--- config.mk ---
export PLATFORM = sky130hd
export DESIGN_NAME = mod_addsub_seq
export DESIGN_NICKNAME = d
export VERILOG_FILES = /design/src/rtl/mod_arith_pkg.sv /design/src/rtl/n_adder_verilog.sv /design/src/rtl/mod_addsub_seq.sv
export SDC_FILE = /design/constraint.sdc
export NUM_CORES = 1
export LEC_CHECK = 0
export ABC_CLOCK_PERIOD_IN_PS = 11700
export CAP_MARGIN = 15
export CELL_PAD_IN_SITES_DETAIL_PLACEMENT = 1
export CELL_PAD_IN_SITES_GLOBAL_PLACEMENT = 1
export CORE_AREA = 2 2 243 245
export CTS_BUF_LIST = sky130_fd_sc_hd__clkbuf_4 sky130_fd_sc_hd__clkbuf_8
export DETAILED_ROUTE_END_ITERATION = 7
export DIE_AREA = 0 0 245 247
export PLACE_DENSITY = 0.66
export SYNTH_ARGS = -nofsm -noshare
export SYNTH_HDL_FRONTEND = slang
export SYNTH_SLANG_ARGS = --single-unit
--- constraint.sdc ---
create_clock -name clk -period 11.7 [get_ports clk]
set_clock_uncertainty 0.1 [all_clocks]
set_input_delay 1.755 -clock clk [delete_from_list [all_inputs] [get_ports clk]]
set_output_delay 1.755 -clock clk [all_outputs]
set_load 0.02 [all_outputs]
--- src/rtl/mod_arith_pkg.sv ---
`default_nettype none
// ============================================================================
//  Module      : mod_arith_pkg
//  Description : Shared definitions for the limb-serial modular arithmetic
//                blocks: FSM state encoding, default limb geometry and the
//                operation select constants.
//  Revision    : 1.0  initial release
// ============================================================================
package mod_arith_pkg;

  // Default limb geometry: 4 limbs of 16 bits -> 64-bit operands
  localparam int DEF_LIMB_W = 16;
  localparam int DEF_LIMBS  = 4;

  // Operation select values carried on op_sub
  localparam logic OP_ADD = 1'b0;
  localparam logic OP_SUB = 1'b1;

  // Sequencer states
  typedef enum logic [1:0] {
    IDLE = 2'd0,
    P1   = 2'd1,
    P2   = 2'd2,
    FIN  = 2'd3
  } addsub_state_t;

endpackage : mod_arith_pkg
`default_nettype wire

--- src/rtl/n_adder_verilog.sv ---
`default_nettype none
// ============================================================================
//  Module      : n_adder_verilog
//  Description : N-bit combinational ripple-carry adder. SUM = A + B + CIN,
//                truncated to N bits; callers wanting a carry-out zero-extend
//                their operands by one bit and read the top SUM bit.
//  Ports       : A, B  [N-1:0] in   addends
//                CIN           in   carry into bit 0
//                SUM   [N-1:0] out  sum (no separate carry-out)
//  Revision    : 1.0  initial release
// ============================================================================
module n_adder_verilog #(
  parameter int N = 8
) (
  input  logic [N-1:0] A,
  input  logic [N-1:0] B,
  input  logic         CIN,
  output logic [N-1:0] SUM
);

  // w_c[i] is the carry into bit i; no carry leaves the top bit
  logic [N-1:0] w_c;

  assign w_c[0] = CIN;

  generate
    for (genvar i = 0; i < N; i++) begin : g_bit
      assign SUM[i] = A[i] ^ B[i] ^ w_c[i];
      if (i < N - 1) begin : g_carry
        assign w_c[i+1] = (A[i] & B[i]) | (A[i] & w_c[i]) | (B[i] & w_c[i]);
      end
    end
  endgenerate

endmodule : n_adder_verilog
`default_nettype wire

--- src/rtl/mod_addsub_seq.sv ---
`default_nettype none
// ============================================================================
//  Module      : mod_addsub_seq
//  Description : Limb-serial modular adder/subtractor. R = (X +/- Y) mod M,
//                computed one limb per cycle through a single ripple adder.
//                Pass 1 forms S = X +/- Y, pass 2 forms T = S -/+ M, and the
//                final cycle picks S or T from the two pass carries.
//  Ports       : clk, rst           clock, synchronous active-high reset
//                start, op_sub      request (IDLE only) and add/sub select
//                x, y, m   [W-1:0]  operands (X,Y < M) and modulus (M > 0)
//                busy               operation in progress
//                done               one-cycle pulse, result valid from here
//                result    [W-1:0]  R, held until the next done or rst
//  Revision    : 1.0  initial release
// ============================================================================
module mod_addsub_seq
  import mod_arith_pkg::*;
#(
  parameter int LIMB_W = DEF_LIMB_W,
  parameter int LIMBS  = DEF_LIMBS
) (
  input  logic                    clk,
  input  logic                    rst,
  input  logic                    start,
  input  logic                    op_sub,
  input  logic [LIMB_W*LIMBS-1:0] x,
  input  logic [LIMB_W*LIMBS-1:0] y,
  input  logic [LIMB_W*LIMBS-1:0] m,
  output logic                    busy,
  output logic                    done,
  output logic [LIMB_W*LIMBS-1:0] result
);

  localparam int W     = LIMB_W * LIMBS;
  localparam int IDX_W = (LIMBS > 1) ? $clog2(LIMBS) : 1;

  addsub_state_t r_state, w_state_next;

  logic [IDX_W-1:0] r_idx;
  logic             r_carry, r_c1, r_c2, r_sub;
  logic             r_busy, r_done;
  logic [W-1:0]     r_x, r_y, r_m, r_s, r_t, r_result;

  logic              w_last;
  logic [LIMB_W-1:0] w_x_limb, w_y_limb, w_m_limb, w_s_limb;
  logic [LIMB_W-1:0] w_a_limb, w_b_limb;
  logic [LIMB_W:0]   w_sum;

  assign w_last   = (r_idx == IDX_W'(LIMBS - 1));
  assign w_x_limb = r_x[r_idx*LIMB_W +: LIMB_W];
  assign w_y_limb = r_y[r_idx*LIMB_W +: LIMB_W];
  assign w_m_limb = r_m[r_idx*LIMB_W +: LIMB_W];
  assign w_s_limb = r_s[r_idx*LIMB_W +: LIMB_W];

  // Pass 1: X + Y (carry 0) or X + ~Y + 1.
  // Pass 2: S + ~M + 1 for add (trial subtract), S + M for sub (borrow fix).
  always_comb begin
    w_a_limb = w_x_limb;
    w_b_limb = (r_sub == OP_SUB) ? ~w_y_limb : w_y_limb;
    if (r_state == P2) begin
      w_a_limb = w_s_limb;
      w_b_limb = (r_sub == OP_SUB) ? w_m_limb : ~w_m_limb;
    end
  end

  n_adder_verilog #(
    .N (LIMB_W + 1)
  ) u_adder (
    .A   ({1'b0, w_a_limb}),
    .B   ({1'b0, w_b_limb}),
    .CIN (r_carry),
    .SUM (w_sum)
  );

  // State register
  always_ff @(posedge clk) begin
    if (rst) r_state <= IDLE;
    else     r_state <= w_state_next;
  end

  // Next-state logic
  always_comb begin
    w_state_next = r_state;
    case (r_state)
      IDLE:    if (start)  w_state_next = P1;
      P1:      if (w_last) w_state_next = P2;
      P2:      if (w_last) w_state_next = FIN;
      FIN:                 w_state_next = IDLE;
      default:             w_state_next = IDLE;
    endcase
  end

  // Datapath and registered outputs
  always_ff @(posedge clk) begin
    if (rst) begin
      r_idx    <= '0;
      r_carry  <= 1'b0;
      r_c1     <= 1'b0;
      r_c2     <= 1'b0;
      r_sub    <= 1'b0;
      r_busy   <= 1'b0;
      r_done   <= 1'b0;
      r_x      <= '0;
      r_y      <= '0;
      r_m      <= '0;
      r_s      <= '0;
      r_t      <= '0;
      r_result <= '0;
    end else begin
      r_done <= 1'b0;
      // Busy covers the P1/P2 cycles as seen one edge later, so it drops in
      // the same cycle done rises.
      r_busy <= (r_state == P1) || (r_state == P2);
      case (r_state)
        IDLE: begin
          if (start) begin
            r_x     <= x;
            r_y     <= y;
            r_m     <= m;
            r_sub   <= op_sub;
            r_carry <= op_sub;  // +1 completes the two's complement of Y
            r_idx   <= '0;
          end
        end
        P1: begin
          r_s[r_idx*LIMB_W +: LIMB_W] <= w_sum[LIMB_W-1:0];
          if (w_last) begin
            r_c1    <= w_sum[LIMB_W];
            r_carry <= ~r_sub;
            r_idx   <= '0;
          end else begin
            r_carry <= w_sum[LIMB_W];
            r_idx   <= r_idx + 1'b1;
          end
        end
        P2: begin
          r_t[r_idx*LIMB_W +: LIMB_W] <= w_sum[LIMB_W-1:0];
          if (w_last) begin
            r_c2  <= w_sum[LIMB_W];
            r_idx <= '0;
          end else begin
            r_carry <= w_sum[LIMB_W];
            r_idx   <= r_idx + 1'b1;
          end
        end
        FIN: begin
          // Add: subtract M if the raw sum overflowed or S >= M.
          // Sub: c1 = no borrow, so S is already in range; else use S + M.
          if (r_sub == OP_SUB) r_result <= r_c1 ? r_s : r_t;
          else                 r_result <= (r_c1 | r_c2) ? r_t : r_s;
          r_done <= 1'b1;
        end
        default: ;
      endcase
    end
  end

  assign busy   = r_busy;
  assign done   = r_done;
  assign result = r_result;

endmodule : mod_addsub_seq
`default_nettype wire

==> summary.md, run 1 <==
| Metric | Value |
|---|---|
| Status | `finished, final reports clean` |
| Syn-to-layout area delta | `24.9%` |
| Post-DR vias/cell | `5.09` |
| Hold_sp | `r_y[55]` |
| Row cnt | `89` |
| CP Launch Point | `r_state[0]` |
| Clock sink total | `394` |
| Most used cell along the critical path | `fa_1` |
| Synth Cell Area | `0.0173 mm^2` |
| Endpoint class of the critical path | `flop` |
| Gate Count Post-Synth | `2091` |
| DR vias | `15600` |
| Final nets | `2475` |
| Top delay family on crit path | `adder cells` |
| CTS clk-pin slew, worst paths | `0.06 ns` |
| H-tree depth | `3` |
| IO Pins | `262` |
| Most used DFF post-synth | `dfxtp_1` |
| Worst-path fanout max | `26` |
| Crit path DAT | `9.73 ns` |
| Global route total overflow | `0` |
| Core footprint | `0.0582 mm^2` |
| Post-synth top area cell | `dfxtp_1` |
| Synth top area cells | `dfxtp_1, nand2_1, a21oi_1` |
| Synth top area share | `45.7%` |
| Most common library cells after synthesis | `nand2_1, dfxtp_1, a21oi_1, nand3_1, clkbuf_1` |
| Clk buf depth | `3` |
| Share of cells above drive strength 1 | `9.09%` |
| Startpoint types | `flop` |
| Worst-Skew Late Latency | `0.64 ns` |
| Post-synth ARST share | `0%` |
| Post-CTS setup buffers | `0` |
| Wire length per cell | `21.1 um` |
| Antenna Nets Post-Route | `0` |
| Initial Util | `29.7%` |
| Total negative setup slack | `0 ns` |
| # DRC | `0` |
| FF-to-FF Start | `r_state[0]` |
| First-pass GRT wire length | `97100 um` |
| CP Class | `reg2reg` |
| Number of diodes | `0` |
| CTS tree | `built` |
| Yosys warning count | `0` |
| Endpoints failing setup | `0` |
| Adder-Cell Fraction of Synth Area | `2.65%` |
| Post-DP HPWL | `45800 um` |
| Top-count cell post-synth | `nand2_1` |
| Worst Tran Pin Value | `1.10 ns` |
| Syn_nets | `2314` |
| Overall routing resource usage | `21.0%` |
| DRT Pass-1 Iters | `5` |
| Largest net degree at the start of global routing | `134` |
| Mux share of post-synthesis cell area | `8.00%` |
| Lkg Pwr | `7.15 nW` |
| Yosys reg bits | `394` |
| Num CTS Buffers | `72` |
| IO Port Bufs | `261` |
| RSZ-0062 raised after global routing | `false` |
| Fin crit share | `80.0%` |
| Fillers | `6839` |
| WL final | `64800 um` |
| Syn Area/Cell | `8.26 um^2` |
| WP buf/inv | `3` |
| Slowest cell on the critical path | `ha_2` |
| Initial antenna violation count | `2` |
| Die X-Extent | `245 um` |
| Die height | `247 um` |
| Initial drt markers | `1160` |
| Count of pins over their slew limit | `0` |
| # hold bufs at CTS | `0` |
| CP peak stage delay | `0.63 ns` |
| Area occupied by multi-input gates | `0.00840 mm^2` |
| Post-cts resize count | `0` |
| HP Class | `reg2reg` |
| Maximum vdd drop | `165 uV` |
| Sequential area share after synthesis | `45.7%` |
| Routability congestion estimate | `0.896` |
| Fmax | `107 MHz` |
| Slew headroom | `27.0%` |
| Count of cell types in the netlist | `48` |
| PwrDens | `237 mW/mm^2` |
| Total power | `5.11 mW` |
| Max-Cap Viols | `0` |
| Synth Area in XOR/XNOR | `0.811%` |
| Post-layout min period | `9.36 ns` |
| Simple-gate share of the synthesized area | `21.8%` |
| CP required | `12.07 ns` |
| Die area | `0.0605 mm^2` |
| Number of flops mapped to enable cells by yosys | `0` |
| WHS | `0.354 ns` |
| Final hold vios | `0` |
| Sequential Area | `0.00789 mm^2` |
| Vias in the first global route | `16100` |
| Root buffer cell | `clkbuf_8` |
| Compound-Gate Fraction of Synth Area | `15.3%` |
| Largest family of logic cells by synthesized area | `simple AND/OR/NAND/NOR gates` |
==> sequential cells by signal, summed over array words and instances, names as in the netlist <==
signal / count
r_c1: 1
r_sub: 1
done: 1
result: 64
r_m: 64
r_x: 64
r_y: 64
busy: 1
r_idx: 2
r_s: 64
r_carry: 1
r_state: 2
r_c2: 1
r_t: 64
==> placed cells by master, fill, tap and decap left out, types with 2 or more instances in the layout <==
cell / count
nand2_1: 699
dfxtp_1: 393
a21oi_1: 326
clkdlybuf4s50_1: 260
nand3_1: 123
clkbuf_8: 91
nor2_1: 68
mux2i_1: 66
a311oi_1: 55
mux4_2: 32
clkbuf_4: 24
buf_4: 19
o22ai_1: 16
fa_1: 16
xor2_1: 15
a221oi_2: 10
a311oi_2: 9
ha_1: 9
and2_1: 8
nand3b_1: 8
a221oi_1: 6
inv_1: 5
nor2b_1: 4
o21ai_0: 4
nor3b_4: 2
bufinv_16: 2
clkinv_2: 2
==> routing by layer <==
metal / share of wire (%) / vias to the layer above / track usage (%)
li1: - / 7401 / -
met1: 44 / 7648 / 27.7
met2: 48 / 498 / 35.2
met3: 5.7 / 86 / 3.40
met4: 2.4 / 0 / 6.71
met5: 0 / - / 0
==> power by group <==
group	leakage [nW]	total, mW	internal [mW]	switching, mW
clock	0.805	1.39	0.813	0.579
combinational	3.14	2.01	0.656	1.35
sequential	3.21	1.71	1.54	0.166
total	7.15	5.11	3.01	2.09
==> stage by stage <==
step                      util [%]  instances  setup slack [ns]  cell area [um^2]
after floorplan                  -       2091              3.64             17300
after global placement        34.4       2951              2.65             20000
after detailed placement      34.4       2951              2.48             20000
after CTS                     37.0       3072              2.41             21600
after global routing          37.0       3072              2.02             21600
final                         37.0       3072              2.34             21600
==> worst min-delay path, delay by kind of cell, from the launching register on <==
| kind | cells | cell delay (ns) |
|---|---|---|
| AND/OR/NAND/NOR | 1 | 0.05 |
| flip-flops | 1 | 0.30 |
| AO/OA/AOI/OAI | 1 | 0.05 |
==> final timing paths <==
check                           endpoint  slack [ns]  depth (start not counted)
worst max-delay path             r_carry        2.34                         27
worst min-delay path             r_y[55]        0.35                          2
worst max register to register   r_carry        2.34                         27
worst min register to register   r_y[55]        0.35                          2
==> cells by family after synthesis <==
logic type,Yosys count
DFF,394
muxes,98
and+or+nand+nor,923
buffers and inverters,200
AOI/OAI and AO/OA,433
adders and majority gates,27
xor gates and xnor gates,16
==> cell type report <==
cell class              instances  area share (%)
clock buffers                 115            6.64
clock inverters                 6           0.400
inverters                       7           0.133
multi-input cells            1497            38.9
flip-flops and latches        394            36.6
well taps                     773            4.49
repair buffers                280            12.8
No activity file was read; power rests on OpenSTA's default activity.
==> inputs of run 2 (changes only) <==
--- a/config.mk
+++ b/config.mk
@@ -5,7 +5,7 @@
 export SDC_FILE = /design/constraint.sdc
 export NUM_CORES = 1
 export LEC_CHECK = 0
-export ABC_CLOCK_PERIOD_IN_PS = 11700
+export ABC_CLOCK_PERIOD_IN_PS = 8700
 export CAP_MARGIN = 15
 export CELL_PAD_IN_SITES_DETAIL_PLACEMENT = 1
 export CELL_PAD_IN_SITES_GLOBAL_PLACEMENT = 1
==> constraint.sdc (replaced) <==
create_clock -name clk -period 8.7 [get_ports clk]
set_clock_uncertainty 0.1 [all_clocks]
set_input_delay 1.305 -clock clk [delete_from_list [all_inputs] [get_ports clk]]
set_output_delay 1.305 -clock clk [all_outputs]
set_load 0.02 [all_outputs]
==> run 2 against run 1 <==
Net effect: maximum frequency up 12%; via count down 0.26%; final area up 0.41%; largest cell class unchanged; highest routed layer unchanged.
==> summary.md, run 2 (synthesis gave the netlist of run 1 again) <==
| Metric | Value |
|---|---|
| Endpoints failing setup | `0 (unchanged)` |
| Commonest non-fill, non-tap cell in the layout | `nand2_1 (unchanged)` |
| Post-DR vias/cell | `5.06 (was 5.09)` |
| Top delay family on crit path | `adder cells (unchanged)` |
| RSZ-0062 raised after global routing | `false (unchanged)` |
| Lkg Pwr | `7.19 nW (was 7.15 nW)` |
| Final Cell Area | `0.0217 mm^2 (was 0.0216 mm^2)` |
| Non-filler instance count after layout | `3084 (was 3072)` |
| Worst Tran Pin Value | `1.23 ns (was 1.10 ns)` |
| Row cnt | `89 (unchanged)` |
| Global route total overflow | `0 (unchanged)` |
| Dpl ws | `0.160 ns (was 2.48 ns)` |
| Antenna Nets Post-Route | `0 (unchanged)` |
| Most frequent cells in the layout | `nand2_1, dfxtp_1, a21oi_1, clkdlybuf4s50_1, nand3_1 (unchanged)` |
| Total negative setup slack | `0 ns (unchanged)` |
| CTS tree | `built (unchanged)` |
| Final worst setup slack | `0.322 ns (was 2.34 ns)` |
| Initial drt markers | `1031 (was 1160)` |
| PwrDens | `317 mW/mm^2 (was 237 mW/mm^2)` |
| Final hold vios | `0 (unchanged)` |
| WHS | `0.355 ns (was 0.354 ns)` |
| DP Cell Count | `2960 (was 2951)` |
| Crit path DAT | `8.84 ns (was 9.73 ns)` |
| Num CTS Buffers | `70 (was 72)` |
| Clock sink total | `394 (unchanged)` |
| DR vias | `15600 (about the same)` |
| Syn-to-layout area delta | `25.4% (was 24.9%)` |
| Util after Layout | `37.2% (was 37.0%)` |
| Final nets | `2486 (was 2475)` |
| Root buffer cell | `clkbuf_8 (unchanged)` |
| Endpoint class of the critical path | `flop (unchanged)` |
| Status | `finished, final reports clean (unchanged)` |
| Placed cell area | `0.0201 mm^2 (was 0.0200 mm^2)` |
| Overall routing resource usage | `20.9% (was 21.0%)` |
| Share of cells above drive strength 1 | `9.74% (was 9.09%)` |
| CTS clk-pin slew, worst paths | `0.07 ns (was 0.06 ns)` |
| Worst-path fanout max | `12 (was 26)` |
| Die area | `0.0605 mm^2 (unchanged)` |
| Wire length per cell | `21.0 um (was 21.1 um)` |
| H-tree depth | `3 (unchanged)` |
| Routability congestion estimate | `0.859 (was 0.896)` |
| Slowest cell on the critical path | `fa_2 (was ha_2)` |
| Clk buf depth | `3 (unchanged)` |
| Initial Util | `29.7% (unchanged)` |
| CP Class | `reg2reg (unchanged)` |
| Max-Cap Viols | `0 (unchanged)` |
| First-pass GRT wire length | `96100 um (was 97100 um)` |
| Die height | `247 um (unchanged)` |
| Post-DP HPWL | `45500 um (was 45800 um)` |
| WL final | `64700 um (was 64800 um)` |
| Slew headroom | `18.2% (was 27.0%)` |
| # hold bufs at CTS | `0 (unchanged)` |
| Total power | `6.86 mW (was 5.11 mW)` |
| Post-layout min period | `8.38 ns (was 9.36 ns)` |
| R2R Setup Slk | `0.32 ns (was 2.34 ns)` |
| Largest net degree at the start of global routing | `177 (was 134)` |
| Most used cell along the critical path | `fa_1 (unchanged)` |
| Die X-Extent | `245 um (unchanged)` |
| Maximum vdd drop | `192 uV (was 165 uV)` |
| IO Pins | `262 (unchanged)` |
| WP buf/inv | `4 (was 3)` |
| Count of pins over their slew limit | `0 (unchanged)` |
| Worst-Skew Late Latency | `0.65 ns (was 0.64 ns)` |
| CP peak stage delay | `0.70 ns (was 0.63 ns)` |
| Fmax | `119 MHz (was 107 MHz)` |
| Core footprint | `0.0582 mm^2 (unchanged)` |
| DRT Pass-1 Iters | `5 (unchanged)` |
| Startpoint types | `flop (unchanged)` |
| Vias in the first global route | `15900 (was 16100)` |
| IO Port Bufs | `261 (unchanged)` |
| Fin crit share | `96.3% (was 80.0%)` |
| HP Class | `reg2reg (unchanged)` |
| CP required | `9.16 ns (was 12.07 ns)` |
| # DRC | `0 (unchanged)` |
| Initial antenna violation count | `1 (was 2)` |
| CP Cell Sequence | `inv_2 > ha_4 > clkbuf_4 > buf_4 > mux4_2 > mux2i_1 > fa_1 > inv_1 > fa_1 > fa_1 > fa_1 > fa_1 > fa_1 > fa_1 > fa_1 > fa_1 > fa_1 > fa_1 > fa_1 > fa_1 > fa_1 > fa_2 > nand3_1 > a21oi_1` |
-- run 2: worst paths after layout --
path         startpoint      end  cells past startpoint
min             r_m[53]  r_m[53]                      2
max reg2reg  r_state[0]  r_s[15]                     24
max          r_state[0]  r_s[15]                     24
min reg2reg     r_m[53]  r_m[53]                      2
-- run 2: final cells by class --
type                       instances  area, um^2
antenna                            1        2.50
sequential                       394        7890
tap                              773         967
timing repair buffer             293        2880
inverter                           7        28.8
fill                            6840       36600
clock buffer                     113        1420
multi-input combinational       1497        8410
clock inverter                     6        40.0
-- run 2: where the power goes --
part | leakage, nW | total (mW) | internal [mW] | switching [mW]
Combinational | 3.21 | 2.77 | 0.917 | 1.85
Clock | 0.767 | 1.82 | 1.03 | 0.793
Sequential | 3.21 | 2.27 | 2.08 | 0.191
-- run 2: what timing repair did --
item / CTS / global route
hold endpoints to repair: 0 / 0
setup endpoints to repair: 0 / 9
gates resized for setup: 0 / 7
buffers inserted: 0 / 3
-- run 2: routing by layer --
| metal | up-vias | global-route usage, % | wire length (um) |
|---|---|---|---|
| li1 | 7433 | - | - |
| met1 | 7565 | 27.3 | 28600 |
| met2 | 487 | 34.1 | 29900 |
| met3 | 108 | 3.73 | 3950 |
| met4 | 0 | 8.64 | 2260 |
| met5 | - | 0 | 0 |
-- run 2: worst min-delay path, stage by stage, from the launching register on --
cell     delay, ns
dfxtp_1       0.30
nand2_1       0.05
a21oi_1       0.05
==> inputs of run 3 (changes only) <==
--- a/config.mk
+++ b/config.mk
@@ -9,11 +9,11 @@
 export CAP_MARGIN = 15
 export CELL_PAD_IN_SITES_DETAIL_PLACEMENT = 1
 export CELL_PAD_IN_SITES_GLOBAL_PLACEMENT = 1
-export CORE_AREA = 2 2 243 245
+export CORE_AREA = 2 2 206 208
 export CTS_BUF_LIST = sky130_fd_sc_hd__clkbuf_4 sky130_fd_sc_hd__clkbuf_8
 export DETAILED_ROUTE_END_ITERATION = 7
-export DIE_AREA = 0 0 245 247
-export PLACE_DENSITY = 0.66
+export DIE_AREA = 0 0 208 210
+export PLACE_DENSITY = 0.86
 export SYNTH_ARGS = -nofsm -noshare
 export SYNTH_HDL_FRONTEND = slang
 export SYNTH_SLANG_ARGS = --single-unit
==> run 3 against run 2 <==
Net effect: sequential power is essentially flat; critical path depth increased by 2; hold slack barely moved; first-iteration DRC count grew 32%; wire length is 3.8% lower; utilization is 14 points higher; final cell count fell by 7.8%; clock power is essentially flat; count of clock-buffer cells in the layout is 3 lower; register-to-register slack worse by 0.09 ns; highest routed layer unchanged.
==> summary.md, run 3 (synthesis gave the netlist of run 1 again) <==
| Metric | Value |
|---|---|
| Status | `finished, final reports clean (unchanged)` |
| Root buffer cell | `clkbuf_8 (unchanged)` |
| Lkg Pwr | `7.16 nW (was 7.19 nW)` |
| Worst-Skew Late Latency | `0.63 ns (was 0.65 ns)` |
| Clock power share | `26.7% (was 26.6%)` |
| Slew headroom | `18.1% (was 18.2%)` |
| DRT Pass-1 Iters | `5 (unchanged)` |
| Total power | `6.81 mW (was 6.86 mW)` |
| Post-DP HPWL | `42800 um (was 45500 um)` |
| Most frequent cells in the layout | `nand2_1, dfxtp_1, a21oi_1, clkdlybuf4s50_1, nand3_1 (unchanged)` |
| Final nets | `2476 (was 2486)` |
| Most used cell along the critical path | `fa_1 (unchanged)` |
| Post-CTS setup buffers | `0 (unchanged)` |
| Num CTS Buffers | `69 (was 70)` |
| Top delay family on crit path | `adder cells (unchanged)` |
| IO Port Bufs | `261 (unchanged)` |
| Register share of total power | `33.6% (was 33.1%)` |
| Net Sw Frac | `41.2% (was 41.3%)` |
| Worst Tran Pin Value | `1.23 ns (about the same)` |
| RR Endpoint | `r_s[47] (was r_s[15])` |
| CTS clk-pin slew, worst paths | `0.06 ns (was 0.07 ns)` |
| WP buf/inv | `3 (was 4)` |
| WHS | `0.355 ns (about the same)` |
| Util after Layout | `51.4% (was 37.2%)` |
| IO Pins | `262 (unchanged)` |
| Die X-Extent | `208 um (was 245 um)` |
| Reg2reg path depth | `26 (was 24)` |
| CTS tree | `built (unchanged)` |
| Endpoints failing setup | `0 (unchanged)` |
| HP Class | `reg2reg (unchanged)` |
| Fmax | `118 MHz (was 119 MHz)` |
| Vias in the first global route | `16500 (was 15900)` |
| Clk buf depth | `3 (unchanged)` |
| GRT met1 Usage | `35.7% (was 27.3%)` |
| PwrDens | `320 mW/mm^2 (was 317 mW/mm^2)` |
| Commonest non-fill, non-tap cell in the layout | `nand2_1 (unchanged)` |
| M2 GR Usage | `45.6% (was 34.1%)` |
| Die height | `210 um (was 247 um)` |
| Share of cells above drive strength 1 | `9.37% (was 9.74%)` |
| Post-DR vias/cell | `5.63 (was 5.06)` |
| R2R Setup Slk | `0.23 ns (was 0.32 ns)` |
| Antenna Nets Post-Route | `0 (unchanged)` |
| Final hold vios | `0 (unchanged)` |
| Initial antenna violation count | `0 (was 1)` |
| Global route total overflow | `0 (unchanged)` |
| Crit path DAT | `8.89 ns (was 8.84 ns)` |
| Startpoint types | `flop (unchanged)` |
| Count of pins over their slew limit | `0 (unchanged)` |
| Psw | `2.81 mW (was 2.83 mW)` |
| Clock sink total | `394 (unchanged)` |
| Syn-to-layout area delta | `23.4% (was 25.4%)` |
| Routability congestion estimate | `0.875 (was 0.859)` |
| Worst-path fanout max | `9 (was 12)` |
| Die area | `0.0437 mm^2 (was 0.0605 mm^2)` |
| Initial drt markers | `1364 (was 1031)` |
| RSZ-0062 raised after global routing | `false (unchanged)` |
| CP required | `9.13 ns (was 9.16 ns)` |
| H-tree depth | `3 (unchanged)` |
| CP peak stage delay | `0.68 ns (was 0.70 ns)` |
| Post-layout min period | `8.47 ns (was 8.38 ns)` |
| Fillers | `4919 (was 6840)` |
| Hold EP | `r_y[1] (was r_m[53])` |
| Largest net degree at the start of global routing | `237 (was 177)` |
| DR vias | `16000 (was 15600)` |
| Maximum vdd drop | `198 uV (was 192 uV)` |
| Wire length per cell | `21.9 um (was 21.0 um)` |
| Cell Int Power | `4.01 mW (was 4.02 mW)` |
| Combinational Power Share | `39.7% (was 40.4%)` |
| Number of diodes | `0 (was 1)` |
| FF-to-FF Start | `r_state[0] (unchanged)` |
| Slowest cell on the critical path | `fa_2 (unchanged)` |
| Overall routing resource usage | `27.8% (was 20.9%)` |
| Worst Hold Depth | `2 (unchanged)` |
| Endpoint class of the critical path | `flop (unchanged)` |
| Total negative setup slack | `0 ns (unchanged)` |
| Global routing's busiest layer | `met2 (unchanged)` |
| Max-Cap Viols | `0 (unchanged)` |
| WL final | `62200 um (was 64700 um)` |
| Core footprint | `0.0415 mm^2 (was 0.0582 mm^2)` |
| First-pass GRT wire length | `94400 um (was 96100 um)` |
| Row cnt | `75 (was 89)` |
| # DRC | `0 (unchanged)` |
| Global routing met3 resource utilization | `5.38% (was 3.73%)` |
| Fin crit share | `97.3% (was 96.3%)` |
| CP Class | `reg2reg (unchanged)` |
| Initial Util | `41.6% (was 29.7%)` |
| Hold_sp | `r_y[1] (was r_m[53])` |
==> run 3: cell count changes in the layout (fill, tap and decap cells not counted), moves of 2 or more <==
| cell | before | now |
|---|---|---|
| dfxtp_2 | 2 | 0 |
| clkbuf_8 | 92 | 94 |
| clkbuf_4 | 22 | 16 |
| dfxtp_1 | 391 | 393 |
| clkinv_2 | 2 | 8 |
| buf_4 | 29 | 21 |
==> run 3: cell type report <==
cell class / instances / area [um^2] / area share [%]
inverter: 7 / 28.8 / 0.135
sequential: 394 / 7890 / 37.0
clock inverter: 13 / 77.6 / 0.364
timing repair buffer: 284 / 2820 / 13.2
multi-input combinational: 1497 / 8400 / 39.4
clock buffer: 110 / 1410 / 6.63
tap: 539 / 674 / 3.16
==> run 3: metal layers <==
layer  vias up  wire length, um
li1       7420                -
met2       626            29200
met4         0             2450
met1      7833            26300
met5         -                0
met3       133             4340
==> run 3: how the worst max path moves through the flow <==
stage / to / from / cells past startpoint / slack, ns
after global routing: r_t[47] / r_state[0] / 26 / 0.01
after detailed placement: r_t[47] / r_state[0] / 26 / 0.34
after global placement: r_s[15] / r_state[0] / 26 / 0.46
final: r_s[47] / r_state[0] / 26 / 0.23
after CTS: r_t[47] / r_state[0] / 26 / 0.28
after floorplan: r_s[15] / r_state[0] / 28 / 0.64
==> run 3: power by group through the flow <==
stage               clock (mW)  combinational (mW)  sequential, mW
floorplan                    0                1.68            2.28
global placement             0                2.58            2.31
detailed placement           0                2.64            2.32
CTS                       1.85                2.66            2.28
global route              1.93                2.86            2.31
finish                    1.82                2.70            2.29
==> run 3: what timing repair did <==
| action | in CTS | in global routing |
|---|---|---|
| resized for setup | 0 | 1 |
| hold buffers | 0 | 0 |
| endpoints found under the hold margin | 0 | 0 |
| setup endpoints to repair | 0 | 7 |
==> run 3: worst min-delay path: stages, from the launching register on <==
cell	delay [ns]
dfxtp_1	0.30
nand2_1	0.05
a21oi_1	0.05
==> run 3: per-stage QoR <==
step | std cells | instance area [um^2] | setup WS, ns
floorplan | 2091 | 17300 | 0.636
global placement | 2720 | 19800 | 0.459
detailed placement | 2720 | 19800 | 0.340
CTS | 2843 | 21300 | 0.282
global route | 2844 | 21300 | 0.0117
finish | 2844 | 21300 | 0.234
